[src/rtl/tlu_fifo_write_arbiter_pkg.sv]
// Shared word-format definitions for the TLU readout path: trigger words carry
// bit 31 set, FE words carry bit 31 clear. Host decoding uses the same package.
package tlu_fifo_write_arbiter_pkg;

    localparam int   FIFO_WORD_WIDTH    = 32;
    localparam int   TRIG_NUM_WIDTH     = 31;
    localparam int   TRIG_WORD_FLAG_BIT = 31;
    localparam logic TRIG_WORD_FLAG     = 1'b1;
    localparam logic FE_WORD_FLAG       = 1'b0;

    typedef enum logic [1:0] {
        GRANT_NONE,
        GRANT_TRIG,
        GRANT_FE
    } grant_t;

    function automatic logic [FIFO_WORD_WIDTH-1:0] make_trig_word(
        input logic [TRIG_NUM_WIDTH-1:0] trig_num
    );
        return {TRIG_WORD_FLAG, trig_num};
    endfunction

    // The flag bit is forced even though FE data should already have it clear.
    function automatic logic [FIFO_WORD_WIDTH-1:0] make_fe_word(
        input logic [FIFO_WORD_WIDTH-1:0] fe_word
    );
        logic [FIFO_WORD_WIDTH-1:0] word;
        word                     = fe_word;
        word[TRIG_WORD_FLAG_BIT] = FE_WORD_FLAG;
        return word;
    endfunction

endpackage

[src/rtl/tlu_trig_word_buffer.sv]
// Circular buffer holding trigger numbers until the shared FIFO can take them.
// A push into a full buffer is dropped; a same-cycle pop never makes room.
module tlu_trig_word_buffer
    import tlu_fifo_write_arbiter_pkg::*;
#(
    parameter int DEPTH = 4,
    parameter int WIDTH = TRIG_NUM_WIDTH,
    localparam int PTR_W = $clog2(DEPTH),
    localparam int CNT_W = PTR_W + 1
) (
    input  logic             BUS_CLK,
    input  logic             RST,
    input  logic             push,
    input  logic [WIDTH-1:0] push_data,
    input  logic             pop,
    output logic [WIDTH-1:0] pop_data,
    output logic             full,
    output logic             empty,
    output logic [CNT_W-1:0] count
);

    logic [WIDTH-1:0] mem_q [DEPTH];
    logic [WIDTH-1:0] mem_d [DEPTH];
    logic [PTR_W-1:0] wr_ptr_q, wr_ptr_d;
    logic [PTR_W-1:0] rd_ptr_q, rd_ptr_d;
    logic [CNT_W-1:0] count_q, count_d;
    logic             do_push;
    logic             do_pop;

    assign full     = (count_q == CNT_W'(DEPTH));
    assign empty    = (count_q == '0);
    assign count    = count_q;
    assign pop_data = mem_q[rd_ptr_q];
    assign do_push  = push && !full;
    assign do_pop   = pop && !empty;

    // Pointers wrap naturally because DEPTH is a power of two.
    always_comb begin
        mem_d    = mem_q;
        wr_ptr_d = wr_ptr_q;
        rd_ptr_d = rd_ptr_q;
        count_d  = count_q;
        if (do_push) begin
            mem_d[wr_ptr_q] = push_data;
            wr_ptr_d        = wr_ptr_q + PTR_W'(1);
        end
        if (do_pop) begin
            rd_ptr_d = rd_ptr_q + PTR_W'(1);
        end
        case ({do_push, do_pop})
            2'b10:   count_d = count_q + CNT_W'(1);
            2'b01:   count_d = count_q - CNT_W'(1);
            default: count_d = count_q;
        endcase
    end

    always_ff @(posedge BUS_CLK) begin
        mem_q <= mem_d;
        if (RST) begin
            wr_ptr_q <= '0;
            rd_ptr_q <= '0;
            count_q  <= '0;
        end else begin
            wr_ptr_q <= wr_ptr_d;
            rd_ptr_q <= rd_ptr_d;
            count_q  <= count_d;
        end
    end

endmodule

[src/rtl/tlu_fifo_write_arbiter.sv]
// Merges buffered TLU trigger words and FE data words into one shared output
// FIFO; trigger words win and may use the headroom above the high-water mark.
module tlu_fifo_write_arbiter
    import tlu_fifo_write_arbiter_pkg::*;
#(
    parameter int TRIG_DEPTH     = 4,
    parameter int LOST_CNT_WIDTH = 8
) (
    input  logic                       BUS_CLK,
    input  logic                       RST,
    input  logic                       TRIG_DATA_VALID,
    input  logic [TRIG_NUM_WIDTH-1:0]  TRIG_DATA,
    output logic                       TRIG_DATA_ACK,
    input  logic                       FE_DATA_VALID,
    input  logic [FIFO_WORD_WIDTH-1:0] FE_DATA,
    output logic                       FE_DATA_READ,
    input  logic                       FIFO_FULL,
    input  logic                       FIFO_NEAR_FULL,
    output logic                       FIFO_WR,
    output logic [FIFO_WORD_WIDTH-1:0] FIFO_DATA,
    output logic                       TRIG_OVERFLOW,
    output logic [LOST_CNT_WIDTH-1:0]  LOST_COUNT
);

    localparam int CNT_W = $clog2(TRIG_DEPTH) + 1;

    grant_t                      grant;
    logic                        trig_push;
    logic                        trig_pop;
    logic                        trig_drop;
    logic                        trig_full;
    logic                        trig_empty;
    logic [CNT_W-1:0]            trig_count;
    logic [TRIG_NUM_WIDTH-1:0]   trig_pop_data;

    logic                        fifo_wr_q, fifo_wr_d;
    logic [FIFO_WORD_WIDTH-1:0]  fifo_data_q, fifo_data_d;
    logic                        trig_ack_q, trig_ack_d;
    logic                        overflow_q, overflow_d;
    logic [LOST_CNT_WIDTH-1:0]   lost_count_q, lost_count_d;

    assign trig_push = TRIG_DATA_VALID && !RST;
    assign trig_drop = trig_push && trig_full;
    assign trig_pop  = (grant == GRANT_TRIG);

    tlu_trig_word_buffer #(
        .DEPTH (TRIG_DEPTH),
        .WIDTH (TRIG_NUM_WIDTH)
    ) u_buf (
        .BUS_CLK   (BUS_CLK),
        .RST       (RST),
        .push      (trig_push),
        .push_data (TRIG_DATA),
        .pop       (trig_pop),
        .pop_data  (trig_pop_data),
        .full      (trig_full),
        .empty     (trig_empty),
        .count     (trig_count)
    );

    // FIFO_FULL is honoured in the grant cycle, so no write can land on a full FIFO.
    always_comb begin
        grant = GRANT_NONE;
        if (!RST && !FIFO_FULL) begin
            if (!trig_empty) begin
                grant = GRANT_TRIG;
            end else if (FE_DATA_VALID && !FIFO_NEAR_FULL) begin
                grant = GRANT_FE;
            end
        end
    end

    assign FE_DATA_READ = (grant == GRANT_FE);

    always_comb begin
        fifo_wr_d    = 1'b0;
        fifo_data_d  = fifo_data_q;
        trig_ack_d   = trig_push && !trig_full;
        overflow_d   = overflow_q || trig_drop;
        lost_count_d = lost_count_q;
        if (trig_drop && (lost_count_q != '1)) begin
            lost_count_d = lost_count_q + LOST_CNT_WIDTH'(1);
        end
        case (grant)
            GRANT_TRIG: begin
                fifo_wr_d   = 1'b1;
                fifo_data_d = make_trig_word(trig_pop_data);
            end
            GRANT_FE: begin
                fifo_wr_d   = 1'b1;
                fifo_data_d = make_fe_word(FE_DATA);
            end
            default: begin
                fifo_wr_d = 1'b0;
            end
        endcase
    end

    always_ff @(posedge BUS_CLK) begin
        if (RST) begin
            fifo_wr_q    <= 1'b0;
            fifo_data_q  <= '0;
            trig_ack_q   <= 1'b0;
            overflow_q   <= 1'b0;
            lost_count_q <= '0;
        end else begin
            fifo_wr_q    <= fifo_wr_d;
            fifo_data_q  <= fifo_data_d;
            trig_ack_q   <= trig_ack_d;
            overflow_q   <= overflow_d;
            lost_count_q <= lost_count_d;
        end
    end

    assign FIFO_WR       = fifo_wr_q;
    assign FIFO_DATA     = fifo_data_q;
    assign TRIG_DATA_ACK = trig_ack_q;
    assign TRIG_OVERFLOW = overflow_q;
    assign LOST_COUNT    = lost_count_q;

endmodule

[config.mk]
export PLATFORM = sky130hd
export DESIGN_NAME = tlu_fifo_write_arbiter
export DESIGN_NICKNAME = d
export VERILOG_FILES = /design/src/rtl/tlu_fifo_write_arbiter_pkg.sv /design/src/rtl/tlu_trig_word_buffer.sv /design/src/rtl/tlu_fifo_write_arbiter.sv
export SDC_FILE = /design/constraint.sdc
export NUM_CORES = 1
export LEC_CHECK = 0
export BUFFER_PORTS_ARGS = -buffer_cell sky130_fd_sc_hd__buf_2
export CORE_AREA = 5 5 223 117
export DETAILED_ROUTE_END_ITERATION = 8
export DIE_AREA = 0 0 228 122
export SLEW_MARGIN = 20
export SYNTH_ARGS = -nofsm -noshare
export SYNTH_HDL_FRONTEND = slang
export SYNTH_HIERARCHICAL = 1
export SYNTH_SLANG_ARGS = --single-unit
export TNS_END_PERCENT = 1
[constraint.sdc]
create_clock -name BUS_CLK -period 4.49 [get_ports BUS_CLK]
set_clock_uncertainty 0.05 [all_clocks]
set_input_delay 0.898 -clock BUS_CLK [delete_from_list [all_inputs] [get_ports BUS_CLK]]
set_output_delay 0.898 -clock BUS_CLK [all_outputs]
set_load 0.02 [all_outputs]
==> results.cfg, run 1 <==
[cells_and_area]
multi_input_area_um2 = 2100
register_area_um2 = 4730
final_util_pct = 34.9
diodes = 0
drive_gt1_share_pct = 39.9
final_common_cell = edfxtp_1
num-nets-final = 610
area_growth_pct = 21.0
layout_common_cells = 124 x edfxtp_1, 111 x buf_2, 48 x dfxtp_1
fill_cells = 2315

[clocking]
clkTransAtPathRegs_ps = 70
clockRootBuffer = clkbuf_16
cts_buffer_depth = 2
cts.repair.resized = 0
cts.htree.levels = 4
cts_tree = yes
postCtsSetupRepairBufs = 0
holdBufCountCts = 0
clock_latency_ps = 430
cts_buffers = 17
clkSinkCount = 174

[yosys]
synth_top_area_share_pct = 53.1
avgSynthCellArea_um2 = 16.8
syn-num-nets = 495
synth_fa_ha_area_share_pct = 1.89
syn-cell-area_um2 = 7010
synth.distinct_cells = 39
ys.flop_type = edfxtp_1
synth_top_family_by_area = multiplexers
synth.mux.area_fraction_pct = 20.2
ys_seq_area_share_pct = 67.4
synthSimpleGateAreaFrac_pct = 5.36
synthArstFlopShare_pct = 0
synth-edff-count = 124
ys_ff_latch = 174
yosys_warnings = 6
synthCells = 416
synth_largest_area_cell = edfxtp_1
synth-compound-area-share_pct = 2.00
synth_xor_area_share_pct = 0.375
synth_area_leaders = edfxtp_1 53%, dfxtp_1 14%, mux4_2 9.0%

[detailed_routing]
drt_iter0_drc = 222
via_per_inst = 4.51
vias = 3906
drc = 0
post_drt_wl_per_cell_um = 17.8
first_pass_iters = 5
wl_um = 15400
postRouteAntennaNets = 0

[critical_path]
required_ps = 3540
critPathKind = in -> out
slowest_delay_ps = 590
critPathSlowestCell = nor4_1
crit_fanout = 37
start_kind = input pin
cp.arrival_ps = 2380
cp-end-kind = output port
crit_chain = buf_2 > nor4_1 > ha_2 > buf_2
regToRegSetupSlack_ps = 1420
critPathMostFrequentCell = buf_2

[floorplanning]
dieArea_um2 = 27800
initial_core_util_pct = 28.9
pin_count = 113
coreArea_um2 = 24300
die_x_um = 228
num_rows = 41
dieHeight_um = 122

[global_routing]
grt-ovfl-total = 0
grt_pass1_vias = 4164
grt_usage_pct = 11.4
antenna_found_initial = 3
grt_first_pass_wirelength_um = 23500
grt_start_max_net_pins = 38

[sta]
fmax_mhz = 301
period_needed_ps = 3330
slew_headroom_pct = 35.0
setup_viol = 0
hold_violations = 0
rsz0062_at_grt = no
timing.final.crit_share_pct = 74.1
tns_ps = 0
slew_violations = 0
worst_slew_pin_slew_ps = 974

[hold_path]
hold_class = reg -> reg

[placement]
port_buffers = 111
gp_congestion = 0.770
dp_hpwl_um = 10200

[power_and_ir_drop]
ir_worst_vdd_uv = 225
leakage_uw = 0.00324
powerDensity_nw_per_um2 = 410

[flow_run]
cap_violations = 0

[status]
outcome = completed
[metrics by stage]
step	worst slack [ps]	cell area, um^2	hold slack (ps)	std cells	power (uW)
finish	1160	8480	414	866	3480
global route	1080	8480	440	866	3630
CTS	1130	8480	414	866	3540
detailed placement	865	7880	397	834	2030
global placement	904	7880	395	834	2020
floorplan	1410	7010	423	416	1940
[flip-flops by register name, indices dropped and copies added, names as in the netlist]
signal          count
FIFO_WR             1
u_buf/count         3
u_buf/rd_ptr_q      2
u_buf/mem_q       124
TRIG_DATA_ACK       1
FIFO_DATA          32
u_buf/wr_ptr_q      2
TRIG_OVERFLOW       1
LOST_COUNT          8
[final cells by class]
| cell class | instances | share of cell area [%] |
|---|---|---|
| repair buffers | 117 | 7.08 |
| multi-input cells | 207 | 24.8 |
| inverters | 14 | 0.620 |
| clock inverters | 13 | 1.93 |
| well taps | 322 | 4.75 |
| clock buffers | 19 | 5.11 |
| flip-flops and latches | 174 | 55.7 |
[logic make-up (layout without fill, tap and decap cells)]
kind of cell / after synthesis / in the layout
xor+xnor: 3 / 3
mux: 97 / 97
flops: 174 / 174
fa+ha+maj: 10 / 10
simple gates: 75 / 75
compound gates: 22 / 22
buf+inv: 35 / 163
[Yosys cell counts, types with 3 or more instances]
cell and instances:
edfxtp_1 124, dfxtp_1 50, nor2_1 39, mux2i_1 33, mux2_2 32, mux4_2 28
inv_1 14, buf_2 12, ha_1 9, a21oi_1 8, and2_1 5, nor3_1 5
buf_6 4, clkbuf_1 4, nand2_1 4, nor2b_1 4, o21ai_0 4, or3_1 4
mux4_1 3, nand2b_1 3, nor4_1 3, xor2_1 3
[final timing paths]
path,cells after the start,to,start
worst max-delay path,4,FE_DATA_READ,RST
worst min-delay path,2,TRIG_OVERFLOW,TRIG_OVERFLOW
worst max register to register,13,u_buf/count[2],u_buf/count[0]
worst min register to register,2,TRIG_OVERFLOW,TRIG_OVERFLOW
[routing by layer]
layer	track usage (%)	wire [um]
met1	13.8	6970
met4	2.76	143
met5	0	37
met3	5.26	904
met2	18.6	7320
[power by group]
group	switching, uW	total [uW]	internal (uW)
sequential	16.9	1780	1760
combinational	118	212	94.6
clock	607	1490	880
total	742	3480	2730
[worst max-delay path: cells and delay by family]
| kind | cells | cell delay (ps) |
|---|---|---|
| fa+ha+maj | 1 | 320 |
| simple gates | 1 | 590 |
| buf+inv | 2 | 550 |
(Power assumes the default switching activity.)
==> run 2: changes to the inputs <==
--- a/config.mk
+++ b/config.mk
@@ -5,10 +5,11 @@
 export SDC_FILE = /design/constraint.sdc
 export NUM_CORES = 1
 export LEC_CHECK = 0
+export ABC_AREA = 1
 export BUFFER_PORTS_ARGS = -buffer_cell sky130_fd_sc_hd__buf_2
-export CORE_AREA = 5 5 223 117
+export CORE_AREA = 5 5 222 116
 export DETAILED_ROUTE_END_ITERATION = 8
-export DIE_AREA = 0 0 228 122
+export DIE_AREA = 0 0 227 121
 export SLEW_MARGIN = 20
 export SYNTH_ARGS = -nofsm -noshare
 export SYNTH_HDL_FRONTEND = slang
==> constraint.sdc (replaced) <==
create_clock -name BUS_CLK -period 3.36 [get_ports BUS_CLK]
set_clock_uncertainty 0.05 [all_clocks]
set_input_delay 0.672 -clock BUS_CLK [delete_from_list [all_inputs] [get_ports BUS_CLK]]
set_output_delay 0.672 -clock BUS_CLK [all_outputs]
set_load 0.02 [all_outputs]
==> run 2 against run 1 <==
Effect of this change: first-iteration DRC count rose by 110%; worst hold slack got worse by 15 ps; via count rose by 22%; die area fell by 1.3%; routed wire length rose by 18%; area after synthesis fell by 0.14%; power rose by 38%.
==> results.cfg, run 2 <==
[status]
outcome = completed

[yosys]
synth_commonest_cells = 124 x edfxtp_1, 88 x nor2_1, 63 x o21ai_0, 50 x dfxtp_1, 44 x nand3_1
ys_seq_area_share_pct = 67.5
synth_largest_area_cell = edfxtp_1
synth-edff-count = 124
synth.most_common_cell = edfxtp_1
syn-num-nets = 674
synth.distinct_cells = 28
synthArstFlopShare_pct = 0
synth_top_area_share_pct = 53.2
avgSynthCellArea_um2 = 11.8
ys_ff_latch = 174
ys.flop_type = edfxtp_1
synth_area_leaders = edfxtp_1 53%, dfxtp_1 14%, nor2_1 4.7%
syn-cell-area_um2 = 7000
synthCells = 595
yosys_warnings = 6

[cells_and_area]
final_common_cell = edfxtp_1
final_util_pct = 35.9
register_area_um2 = 4730
layout_common_cells = 124 x edfxtp_1, 111 x buf_2, 84 x nor2_1
drive_gt1_share_pct = 24.3
stdcell_area_um2 = 8470
top_register = u_buf/mem_q
num-nets-final = 782
area_growth_pct = 21.1
largest_reg_flops = 124
diodes = 0
fill_cells = 2331
multi_input_area_um2 = 1970

[detailed_routing]
postRouteAntennaNets = 0
via_per_inst = 4.64
first_pass_iters = 4
post_drt_wl_per_cell_um = 17.6
wl_um = 18200
drt_iter0_drc = 461
vias = 4784
drc = 0

[global_routing]
antenna_found_initial = 6
grt_first_pass_wirelength_um = 27400
grt_usage_pct = 13.4
grt-ovfl-total = 0
grt_pass1_vias = 4546
grt_start_max_net_pins = 66

[placement]
dp_hpwl_um = 11800
gp_congestion = 0.724
placed_area_um2 = 7860
port_buffers = 111

[critical_path]
crit_fanout = 10
regToRegSetupSlack_ps = 1070
critPathKind = reg -> out
cp.arrival_ps = 2010
r2r-end = u_buf/count[2]
rr_worst_depth = 17
required_ps = 2640
start_kind = flip-flop
reg2reg_from = u_buf/count[0]
cp-end-kind = output port

[floorplanning]
initial_core_util_pct = 29.7
num_rows = 40
dieArea_um2 = 27500
coreArea_um2 = 23600
dieHeight_um = 121
pin_count = 113
die_x_um = 227

[sta]
setup_viol = 0
slew_violations = 0
period_needed_ps = 2730
timing.final.crit_share_pct = 81.3
slew_headroom_pct = 53.4
fmax_mhz = 366
tns_ps = 0
hold_violations = 0
worst_slew_pin_slew_ps = 699
rsz0062_at_grt = no

[hold_path]
holdCritStartpoint = TRIG_DATA[15]
hold_class = in -> reg
hold_end = u_buf/mem_q[77]
worstHoldPathCells = 1

[clocking]
postCtsSetupRepairBufs = 0
clkTransAtPathRegs_ps = 70
holdBufCountCts = 0
cts_buffer_depth = 2
cts_buffers = 17
cts.htree.levels = 4
clockRootBuffer = clkbuf_16
clock_latency_ps = 440
cts.repair.resized = 0
cts_tree = yes
clkSinkCount = 174

[power_and_ir_drop]
p_sw_uw = 1110
sw_frac_of_total_pct = 23.2
leakage_uw = 0.00314
powerDensity_nw_per_um2 = 565
cell_internal_pwr_uw = 3680
finalPower_uw = 4790
ir_worst_vdd_uv = 352
power_frac_comb_pct = 7.0
clockPowerShare_pct = 43.1
seq_power_share_pct = 49.8

[flow_run]
cap_violations = 0
run 2: cell types whose count changed after synthesis, sizes merged, moves of 5 or more:
cell / change
o22ai: +31
nand3: +44
o21ai: +92
mux2: -33
and2: -5
nand2: +33
mux4: -31
buf: +10
nor2: +53
inv: +17
run 2: logic make-up (layout without fill, tap and decap cells):
| family | after synthesis | count (layout) | share of synthesized area, % |
|---|---|---|---|
| buf+inv | 66 | 187 | 4.85 |
| compound gates | 138 | 138 | 10.4 |
| simple gates | 176 | 176 | 10.9 |
| flops | 174 | 174 | 67.5 |
| fa+ha+maj | 10 | 10 | 1.90 |
| mux | 31 | 31 | 4.43 |
run 2: worst max-delay path by stage:
| stage | slack [ps] | start | endpoint | depth (start not counted) |
|---|---|---|---|---|
| after floorplan | 540 | TRIG_DATA_VALID | u_buf/mem_q[0] | 4 |
| after global placement | 780 | RST | FE_DATA_READ | 6 |
| after detailed placement | 760 | FIFO_FULL | FE_DATA_READ | 6 |
| after CTS | 570 | u_buf/count[0] | FE_DATA_READ | 7 |
| after global routing | 410 | u_buf/count[0] | FE_DATA_READ | 7 |
| final | 630 | u_buf/count[0] | FE_DATA_READ | 7 |
run 2: through the flow:
stage | std cells | setup slack [ps] | hold slack [ps]
final | 1031 | 629 | 399
after global routing | 1031 | 413 | 381
after detailed placement | 999 | 762 | 393
after floorplan | 595 | 537 | 417
after global placement | 999 | 781 | 391
after CTS | 1031 | 566 | 367
run 2: power groups by stage:
stage / Clock (uW) / Combinational [uW] / Sequential, uW
5_1_grt: 2200 / 371 / 2390
3_5_place_dp: 0 / 337 / 2430
2_1_floorplan: 0 / 156 / 2460
4_1_cts: 2110 / 339 / 2390
3_3_place_gp: 0 / 333 / 2430
6_report: 2070 / 336 / 2390
run 2: critical path: stages (launching register included):
cell,delay [ps]
dfxtp_1,320
nor2_1,140
nand2_1,130
inv_1,90
nand2_1,50
nor2_1,180
ha_2,430
buf_2,230
run 2: cell type report:
cell class | count | area share [%]
flip-flops and latches | 174 | 55.8
multi-input cells | 355 | 23.2
repair buffers | 124 | 7.71
clock buffers | 18 | 5.18
well taps | 315 | 4.65
clock inverters | 14 | 2.11
inverters | 31 | 1.37
run 2: metal layers:
layer | track usage, % | wire length (um) | up-vias
met2 | 18.3 | 7560 | 145
met3 | 5.32 | 1580 | 23
met5 | 0 | 76 | -
li1 | - | - | 2345
met4 | 3.25 | 115 | 12
met1 | 19.7 | 8840 | 2259
